[src/rtl/proc_pkg.sv]
// -----------------------------------------------------------------------------
// proc_pkg
// Shared types and constants for the simple processor control path:
//   - instruction geometry (12-bit word, 3-bit register fields, 4-bit DM address)
//   - opcode and sequencer-state enumerations
//   - ctl_t, the bundle of registered control lines driven by instr_sequencer
// No ports; imported with `import proc_pkg::*;`.
// -----------------------------------------------------------------------------
package proc_pkg;

    localparam int INSTR_W  = 12;
    localparam int RADDR_W  = 3;
    localparam int DMADDR_W = 4;
    localparam int OPC_W    = 3;

    // Field positions (LSB of each field) inside the instruction word
    localparam int OPC_LSB  = 9;   // opcode      [11:9]
    localparam int RD_LSB   = 6;   // ALU dest    [8:6]
    localparam int RS1_LSB  = 3;   // ALU src 1   [5:3]
    localparam int RS2_LSB  = 0;   // ALU src 2 / LOAD dest / STORE src [2:0]
    localparam int DMA_LSB  = 4;   // DM address  [7:4]

    // Opcodes 100..110 are NOPs and deliberately have no enumerator.
    typedef enum logic [OPC_W-1:0] {
        OP_LOAD  = 3'b000,
        OP_STORE = 3'b001,
        OP_ADD   = 3'b010,
        OP_SUB   = 3'b011,
        OP_HALT  = 3'b111
    } opcode_t;

    typedef enum logic [2:0] {
        S_IDLE   = 3'd0,
        S_FETCH  = 3'd1,
        S_DECODE = 3'd2,
        S_EXEC   = 3'd3,
        S_WB     = 3'd4,
        S_HALTED = 3'd5
    } seq_state_t;

    typedef struct packed {
        logic                pc_inc;
        logic [RADDR_W-1:0]  rf_ra1;
        logic [RADDR_W-1:0]  rf_ra2;
        logic [RADDR_W-1:0]  rf_wa;
        logic                rf_we;
        logic                wb_sel;
        logic                alu_op;
        logic [DMADDR_W-1:0] dm_addr;
        logic                dm_we;
        logic                busy;
        logic                halted;
    } ctl_t;

    function automatic logic [OPC_W-1:0] opc_of(input logic [INSTR_W-1:0] ir);
        return ir[OPC_LSB +: OPC_W];
    endfunction

    function automatic logic [RADDR_W-1:0] reg_at(input logic [INSTR_W-1:0] ir,
                                                  input int lsb);
        return ir[lsb +: RADDR_W];
    endfunction

    function automatic logic [DMADDR_W-1:0] dma_of(input logic [INSTR_W-1:0] ir);
        return ir[DMA_LSB +: DMADDR_W];
    endfunction

endpackage

[src/rtl/step_timer.sv]
// -----------------------------------------------------------------------------
// step_timer
// Free-running run-mode step generator. Counts 0..RUN_PERIOD-1 while `run`
// is high and `hold` is low, and emits a one-cycle `tick` on the wrap cycle.
// The count is cleared whenever `run` is low, so the first tick after raising
// `run` arrives RUN_PERIOD cycles later.
// Ports:
//   clk, rst  - clock, asynchronous active-high reset
//   run       - level enable for the timer
//   hold      - freezes the count (used while the sequencer is HALTED)
//   tick      - one-cycle step request at wrap
// -----------------------------------------------------------------------------
module step_timer #(
    parameter int unsigned RUN_PERIOD = 100_000_000
) (
    input  logic clk,
    input  logic rst,
    input  logic run,
    input  logic hold,
    output logic tick
);

    localparam int CNT_W = $clog2(RUN_PERIOD);
    localparam logic [CNT_W-1:0] LAST = CNT_W'(RUN_PERIOD - 1);

    logic [CNT_W-1:0] cnt;
    logic             counting;

    assign counting = run && !hold;
    assign tick     = counting && (cnt == LAST);

    always_ff @(posedge clk or posedge rst) begin
        if (rst) begin
            cnt <= '0;
        end else if (!run) begin
            cnt <= '0;
        end else if (counting) begin
            cnt <= (cnt == LAST) ? '0 : cnt + 1'b1;
        end
    end

endmodule

[src/rtl/instr_sequencer.sv]
// -----------------------------------------------------------------------------
// instr_sequencer
// Multi-cycle control unit: runs FETCH, DECODE, EXEC, WB for one 12-bit
// instruction per accepted step and drives the PC, register-file, ALU and
// data-memory control lines. Steps come from `step` or the run timer and are
// only accepted in IDLE; the instruction comes from the ROM or, if `ext_sel`
// was high at accept, from the switches.
// Ports:
//   clk, rst            - clock, asynchronous active-high reset
//   step                - one-cycle debounced step request
//   run                 - enables the internal step timer
//   ext_sel, ext_instr  - external (switch) instruction select and value
//   im_data             - instruction ROM read data (valid in DECODE)
//   pc_inc              - one-cycle PC increment (WB, non-external, non-HALT)
//   rf_ra1, rf_ra2      - register-file read addresses
//   rf_wa, rf_we        - register-file write address / enable
//   wb_sel              - write-back source (0 = DM, 1 = ALU)
//   alu_op              - 0 = add, 1 = subtract
//   dm_addr, dm_we      - data-memory address / write enable
//   busy, halted        - status
// -----------------------------------------------------------------------------
module instr_sequencer
    import proc_pkg::*;
#(
    parameter int unsigned RUN_PERIOD = 100_000_000
) (
    input  logic                clk,
    input  logic                rst,
    input  logic                step,
    input  logic                run,
    input  logic                ext_sel,
    input  logic [INSTR_W-1:0]  ext_instr,
    input  logic [INSTR_W-1:0]  im_data,
    output logic                pc_inc,
    output logic [RADDR_W-1:0]  rf_ra1,
    output logic [RADDR_W-1:0]  rf_ra2,
    output logic [RADDR_W-1:0]  rf_wa,
    output logic                rf_we,
    output logic                wb_sel,
    output logic                alu_op,
    output logic [DMADDR_W-1:0] dm_addr,
    output logic                dm_we,
    output logic                busy,
    output logic                halted
);

    seq_state_t         state_q, state_d;
    logic [INSTR_W-1:0] ir_q, ir_d;
    logic               ext_q, ext_d;
    ctl_t               ctl_q, ctl_d;
    logic               tick;
    logic               is_halted;
    logic [OPC_W-1:0]   opc_q, opc_d;

    assign is_halted = (state_q == S_HALTED);

    step_timer #(
        .RUN_PERIOD (RUN_PERIOD)
    ) u_step_timer (
        .clk  (clk),
        .rst  (rst),
        .run  (run),
        .hold (is_halted),
        .tick (tick)
    );

    // State, IR, external flag and registered control lines
    always_ff @(posedge clk or posedge rst) begin
        if (rst) begin
            state_q <= S_IDLE;
            ir_q    <= '0;
            ext_q   <= 1'b0;
            ctl_q   <= '0;
        end else begin
            state_q <= state_d;
            ir_q    <= ir_d;
            ext_q   <= ext_d;
            ctl_q   <= ctl_d;
        end
    end

    assign opc_q = opc_of(ir_q);

    // Next state. A step and a timer tick in the same IDLE cycle collapse
    // into one accept; requests outside IDLE are simply not looked at.
    always_comb begin
        state_d = state_q;
        ir_d    = ir_q;
        ext_d   = ext_q;
        case (state_q)
            S_IDLE: begin
                if (step || tick) begin
                    state_d = S_FETCH;
                    ext_d   = ext_sel;
                end
            end
            S_FETCH:  state_d = S_DECODE;
            S_DECODE: begin
                ir_d    = ext_q ? ext_instr : im_data;
                state_d = S_EXEC;
            end
            S_EXEC:   state_d = (opc_q == OP_HALT) ? S_HALTED : S_WB;
            S_WB:     state_d = S_IDLE;
            S_HALTED: state_d = S_HALTED;
            default:  state_d = S_IDLE;
        endcase
    end

    // Control lines are registered: decode the state and IR that will be
    // current next cycle, so EXEC/WB outputs appear exactly in those states
    // and never depend on live im_data once it has been latched.
    assign opc_d = opc_of(ir_d);

    always_comb begin
        ctl_d        = '0;
        ctl_d.busy   = (state_d == S_FETCH) || (state_d == S_DECODE) ||
                       (state_d == S_EXEC)  || (state_d == S_WB);
        ctl_d.halted = (state_d == S_HALTED);

        if ((state_d == S_EXEC) || (state_d == S_WB)) begin
            case (opc_d)
                OP_LOAD: begin
                    // DM address held through WB so synchronous read data lands there
                    ctl_d.dm_addr = dma_of(ir_d);
                    ctl_d.rf_wa   = reg_at(ir_d, RS2_LSB);
                    ctl_d.wb_sel  = 1'b0;
                    ctl_d.rf_we   = (state_d == S_WB);
                end
                OP_STORE: begin
                    ctl_d.dm_addr = dma_of(ir_d);
                    ctl_d.rf_ra2  = reg_at(ir_d, RS2_LSB);
                    ctl_d.dm_we   = (state_d == S_EXEC);
                end
                OP_ADD, OP_SUB: begin
                    ctl_d.rf_ra1  = reg_at(ir_d, RS1_LSB);
                    ctl_d.rf_ra2  = reg_at(ir_d, RS2_LSB);
                    ctl_d.rf_wa   = reg_at(ir_d, RD_LSB);
                    ctl_d.wb_sel  = 1'b1;
                    ctl_d.alu_op  = (opc_d == OP_SUB);
                    ctl_d.rf_we   = (state_d == S_WB);
                end
                default: ;
            endcase

            // HALT never reaches WB, so it never increments the PC
            ctl_d.pc_inc = (state_d == S_WB) && !ext_d;
        end
    end

    assign pc_inc  = ctl_q.pc_inc;
    assign rf_ra1  = ctl_q.rf_ra1;
    assign rf_ra2  = ctl_q.rf_ra2;
    assign rf_wa   = ctl_q.rf_wa;
    assign rf_we   = ctl_q.rf_we;
    assign wb_sel  = ctl_q.wb_sel;
    assign alu_op  = ctl_q.alu_op;
    assign dm_addr = ctl_q.dm_addr;
    assign dm_we   = ctl_q.dm_we;
    assign busy    = ctl_q.busy;
    assign halted  = ctl_q.halted;

endmodule

[config.mk]
export PLATFORM = sky130hd
export DESIGN_NAME = instr_sequencer
export DESIGN_NICKNAME = d
export VERILOG_FILES = /design/src/rtl/proc_pkg.sv /design/src/rtl/step_timer.sv /design/src/rtl/instr_sequencer.sv
export SDC_FILE = /design/constraint.sdc
export NUM_CORES = 1
export LEC_CHECK = 0
export BUFFER_PORTS_ARGS = -buffer_cell sky130_fd_sc_hd__buf_2
export CORE_AREA = 2 2 118 120
export DETAILED_ROUTE_END_ITERATION = 16
export DIE_AREA = 0 0 120 122
export PLACE_DENSITY = 0.5
export SLEW_MARGIN = 20
export SYNTH_ARGS = -nofsm -noshare
export SYNTH_HDL_FRONTEND = slang
export SYNTH_HIERARCHICAL = 1
export SYNTH_SLANG_ARGS = --single-unit
[constraint.sdc]
create_clock -name clk -period 5.8 [get_ports clk]
set_input_delay 1.16 -clock clk [delete_from_list [all_inputs] [get_ports clk]]
set_output_delay 1.16 -clock clk [all_outputs]
set_load 0.02 [all_outputs]
After elaboration in Yosys (flattened, before gate mapping)
Index checks and enable logic that the tools add are counted.
{"block": "classes", "n_eq_ne": 15, "muxes": 17, "addsub": 1, "n_reduce_logical": 15}
{"op": "$mux W27", "count": 3}
{"op": "$add A27 B1 Y27 const B", "count": 1}
{"op": "$eq A27 B27 Y1 const B", "count": 1}
{"op": "$mux W12", "count": 2}
{"op": "$eq A3 B2 Y1 const B", "count": 6}
{"op": "$mux W18", "count": 1}
{"op": "$pmux W3 S5", "count": 1}
{"op": "$eq A3 B3 Y1 const B", "count": 4}
{"op": "$pmux W5 S2", "count": 1}
{"op": "$eq A3 B1 Y1 const B", "count": 3}
{"op": "$mux W3", "count": 3}
{"op": "$logic_not A3 Y1", "count": 2}
{"op": "$logic_or A1 B1 Y1", "count": 5}
{"op": "$mux W1", "count": 5}
{"op": "$mux W4", "count": 1}
{"op": "$reduce_or A2 Y1", "count": 2}
{"op": "$logic_and A1 B1 Y1", "count": 3}
{"op": "$reduce_or A3 Y1", "count": 1}
{"op": "$logic_not A1 Y1", "count": 2}
{"op": "$ne A2 B1 Y1 const B", "count": 1}
{"block": "totals", "out_inout_bits": 20, "reg_bits": 63, "elab_cells": 63, "inputBits": 29}

Logic depth before layout (Yosys ltp)
{"block": "logic_depth", "word_depth": 11, "ltp_mapped": 10, "depth_no_buf": 9}

By module
Netlist, hierarchy kept.
{"module": "step_timer", "area_per_inst_um2": 1607.8, "instances": 1, "cells_per_inst": 181}
{"module": "instr_sequencer", "area_per_inst_um2": 1557.7, "instances": 1, "cells_per_inst": 139}

Worst setup path before layout
OpenSTA, ideal clock, no wires.
{"block": "synth_path", "path_type": "input -> register", "start": "input port run", "end": "register ext_q", "stages": 5, "slack_ps": 3594, "required_ps": 5675, "arrival_ps": 2081, "path_buffers": 0, "setup_ps": 125, "path_cell_list": "nor4b_1 -> and3_1 -> nor2_1 -> nor4_1 -> mux2_2"}
{"block": "synth_between", "elab_chain_cells": 5}
{"item": "start: declaration", "line": "instr_sequencer.sv:30", "rtl": "input logic run,"}
{"item": "$logic_and A1 B1 Y1", "line": "step_timer.sv:29", "rtl": "assign counting = run && !hold;"}
{"item": "$logic_and A1 B1 Y1", "line": "step_timer.sv:30", "rtl": "assign tick = counting && (cnt == LAST);"}
{"item": "net tick", "line": "instr_sequencer.sv:51", "rtl": "logic tick;"}
{"item": "$logic_or A1 B1 Y1", "line": "instr_sequencer.sv:92", "rtl": "if (step || tick) begin"}
{"item": "$mux W1", "line": "instr_sequencer.sv:92"}
{"item": "$mux W1", "line": "instr_sequencer.sv:90", "rtl": "case (state_q)"}
{"item": "net ext_d", "line": "instr_sequencer.sv:49", "rtl": "logic ext_q, ext_d;"}
{"item": "end signal: assignment", "line": "instr_sequencer.sv:77", "rtl": "ext_q <= ext_d;"}
{"item": "end: declaration", "line": "instr_sequencer.sv:49"}
The timed path passes the listed nets, and every way through them passes these cells.
A chain may end at the register's enable or synchronous reset.

Worst setup path after layout
{"block": "layout_path", "start": "register u_step_timer.cnt[20]", "end": "register ext_q"}
{"block": "layout_between", "elab_chain_cells": 5}
{"item": "start: declaration", "line": "step_timer.sv:26", "rtl": "logic [CNT_W-1:0] cnt;"}
{"item": "start signal: assignment", "line": "step_timer.sv:38", "rtl": "cnt <= (cnt == LAST) ? '0 : cnt + 1'b1;"}
{"item": "$eq A27 B27 Y1", "line": "step_timer.sv:30"}
{"item": "$logic_and A1 B1 Y1", "line": "step_timer.sv:30"}
{"item": "net tick", "line": "instr_sequencer.sv:51"}
{"item": "$logic_or A1 B1 Y1", "line": "instr_sequencer.sv:92"}
{"item": "$mux W1", "line": "instr_sequencer.sv:92"}
{"item": "$mux W1", "line": "instr_sequencer.sv:90"}
{"item": "net ext_d", "line": "instr_sequencer.sv:49"}
The timed path passes the listed nets, and every way through them passes these cells.

==> flow_summary.json <==
{
  "cts_root_buf": "clkbuf_16",
  "hp-class": "reg2reg",
  "synthCells": 320,
  "postCtsSetupRepairBufs": 0,
  "grt_max_degree": 40,
  "cts_buffers": 9,
  "dieHeight_um": 122,
  "syn_to_final_growth_pct": 22.7,
  "p_per_area_nw_per_um2": 429,
  "core_um2": 13500,
  "grt_overflow": 0,
  "min_from": "ir_q[1]$_DFF_PP0_",
  "cts.clk_slew.worst_paths_ns": 0.06,
  "synth.cell_area_um2": 3170,
  "first_pass_iters": 4,
  "die_w_um": 120,
  "fin_crit_sh_pct": 43.8,
  "synth-seq-cells": 63,
  "holdPathStages": 2,
  "cp.arrival_ns": 2.75,
  "rsz0062_at_grt": "no",
  "hold_end": "ir_q[1]$_DFF_PP0_",
  "max_freq_mhz": 394,
  "regToRegStartpoint": "u_step_timer/cnt[20]$_DFFE_PP0P_",
  "clock_latency_ns": 0.33,
  "hold_buffers": 0,
  "avgRoutedWirePerCell_um": 13.9,
  "synth_edf_count": 0,
  "p_leak_nw": 1.75,
  "cts_resized": 0,
  "final_nets": 395,
  "htreeDepth": 3,
  "final_hold_viol_count": 0,
  "ir_drop_mv": 0.139,
  "cp-start-kind": "flip-flop",
  "worstRegToRegCells": 6,
  "drc": 0,
  "maxSlewHeadroom_pct": 39.7,
  "grtUsageTotal_pct": 10.9,
  "worstSetupPathType": "reg2reg",
  "synth-async-reset-ratio_pct": 100,
  "routed_wirelength_mm": 7.65,
  "final_antenna_net_count": 0,
  "yosys.area.top_type_share_pct": 49.8,
  "synth.area.top_cells": "dfrtp_1 50%, a21oi_1 4.0%, mux2i_1 3.8%",
  "detailed_place_hpwl_mm": 5.31,
  "floorplan.initialDensity_pct": 23.4,
  "drv_cap": 0,
  "cp-end-kind": "flip-flop",
  "yosys_warnings": 6,
  "via_per_inst": 4.65,
  "cts.sinks": 63,
  "drive_above_1_share_pct": 22.2,
  "worst_pin_slew_ns": 0.896,
  "post_synth_num_cell_types": 53,
  "synth_ff_type": "dfrtp_1",
  "min_period_ns": 2.54,
  "grt_pass1_vias": 2476,
  "grt_pass1_wl_mm": 12.5,
  "die-area_um2": 14600,
  "seq_area_frac_synth_pct": 49.8,
  "yosysTopAreaCell": "dfrtp_1",
  "cts_tree": "yes",
  "rrSetupSlack_ns": 3.26,
  "first_iter_violations": 101,
  "cp_max_fo": 8,
  "ios": 49,
  "drv_slew": 0,
  "fp-row-count": 43,
  "port_buffers": 48,
  "syn_nets": 350,
  "diodes": 0,
  "outcome": "finished clean",
  "setup_violations": 0,
  "clock_skew_ns": 0.00556,
  "final_common_cell": "dfrtp_1",
  "timing.rr.end": "ext_q$_DFF_PP0_",
  "setup_tns_ns": 0,
  "power_mw": 1.67,
  "antenna_found_initial": 0,
  "utilization_pct": 28.8,
  "vias": 2559,
  "cts_buffer_depth": 2,
  "fillers": 1425,
  "gp_congestion": 0.832,
  "synth_area_per_cell_um2": 9.89,
  "required_ns": 6.01,
  "layout.cells.most_common_list": "63 x dfrtp_1, 48 x buf_2, 30 x nor2_1"
}
[cell type report]
class                   count  area (um2)  area share, %
flip-flops and latches     63        1580           40.6
multi-input cells         222        1430           36.7
repair buffers             50         255           6.57
clock buffers              10         239           6.15
well taps                 180         225           5.80
clock inverters             6        92.6           2.38
inverters                  19        71.3           1.84
[state kept, by name, indices dropped and copies added (netlist names), 3 cells and up]
register / cells
rf_ra1: 3
dm_addr: 4
rf_ra2: 3
ir_q: 12
state_q: 3
rf_wa: 3
u_step_timer/cnt: 27
[critical path, stage by stage, from the launching register on]
cell,delay (ns)
dfrtp_1,0.46
nand4_1,0.18
nor4_1,0.81
and3_1,0.29
nor2_1,0.06
nor4_1,0.23
mux2_2,0.37
[synth_stat cells (2+ instances only)]
| cell | instances |
|---|---|
| dfrtp_1 | 63 |
| nor2_1 | 30 |
| a21oi_1 | 25 |
| inv_1 | 19 |
| nand2_1 | 18 |
| nand3_1 | 14 |
| a31oi_1 | 13 |
| o21ai_0 | 13 |
| mux2i_1 | 12 |
| nand2b_1 | 7 |
| nor3_1 | 7 |
| clkbuf_1 | 6 |
| nand4_1 | 6 |
| nor4_1 | 6 |
| and2_1 | 5 |
| xnor2_1 | 5 |
| a22o_1 | 4 |
| a41oi_1 | 4 |
| and3_1 | 4 |
| and4_1 | 4 |
| buf_2 | 4 |
| a21boi_0 | 3 |
| buf_6 | 3 |
| mux2_2 | 3 |
| nor2b_1 | 3 |
| o32ai_1 | 3 |
| a21o_1 | 2 |
| buf_4 | 2 |
| mux2_4 | 2 |
| nand4b_1 | 2 |
| nand4bb_1 | 2 |
| nor4b_1 | 2 |
| o21ai_2 | 2 |
| or3_1 | 2 |
| or3b_1 | 2 |
[logic make-up (layout without fill, tap and decap cells)]
logic type                 count (synthesis)  in the layout  synth area share, %
buffers and inverters                     35             85                 5.30
AOI/OAI and AO/OA                         75             75                 14.9
DFF                                       63             63                 49.8
adders and majority gates                  1              1                0.395
muxes                                     17             17                 5.81
and+or+nand+nor                          124            124                 22.4
xor gates and xnor gates                   5              5                 1.38
[metal layers]
metal / part of all wire, % / vias up / track usage (%)
met2: 47 / 70 / 17.8
met5: 0 / - / 0
met3: 5.6 / 9 / 3.60
met4: 1.0 / 0 / 3.97
li1: - / 1246 / -
met1: 47 / 1234 / 13.6
[how the worst max path moves through the flow]
stage	start	endpoint	slack, ns	cells after the start
2_1_floorplan	run	ext_q$_DFF_PP0_	3.59	5
3_3_place_gp	run	ext_q$_DFF_PP0_	3.28	6
3_5_place_dp	run	ext_q$_DFF_PP0_	3.22	6
4_1_cts	u_step_timer/cnt[20]$_DFFE_PP0P_	ext_q$_DFF_PP0_	3.31	6
5_1_grt	u_step_timer/cnt[20]$_DFFE_PP0P_	ext_q$_DFF_PP0_	3.06	6
6_report	u_step_timer/cnt[20]$_DFFE_PP0P_	ext_q$_DFF_PP0_	3.26	6
[power breakdown]
part	internal, mW	switching [mW]
logic	0.174	0.273
registers	0.534	0.0906
clock network	0.390	0.205
total	1.10	0.569
[through the flow]
stage	instances	hold slack, ns	worst slack [ns]	area (um2)
3_3_place_gp	534	0.468	3.28	3550
4_1_cts	550	0.492	3.31	3880
2_1_floorplan	320	0.446	3.59	3170
3_5_place_dp	534	0.473	3.22	3550
5_1_grt	550	0.516	3.06	3880
6_report	550	0.482	3.26	3880
Power figures use the tool's default switching activity.
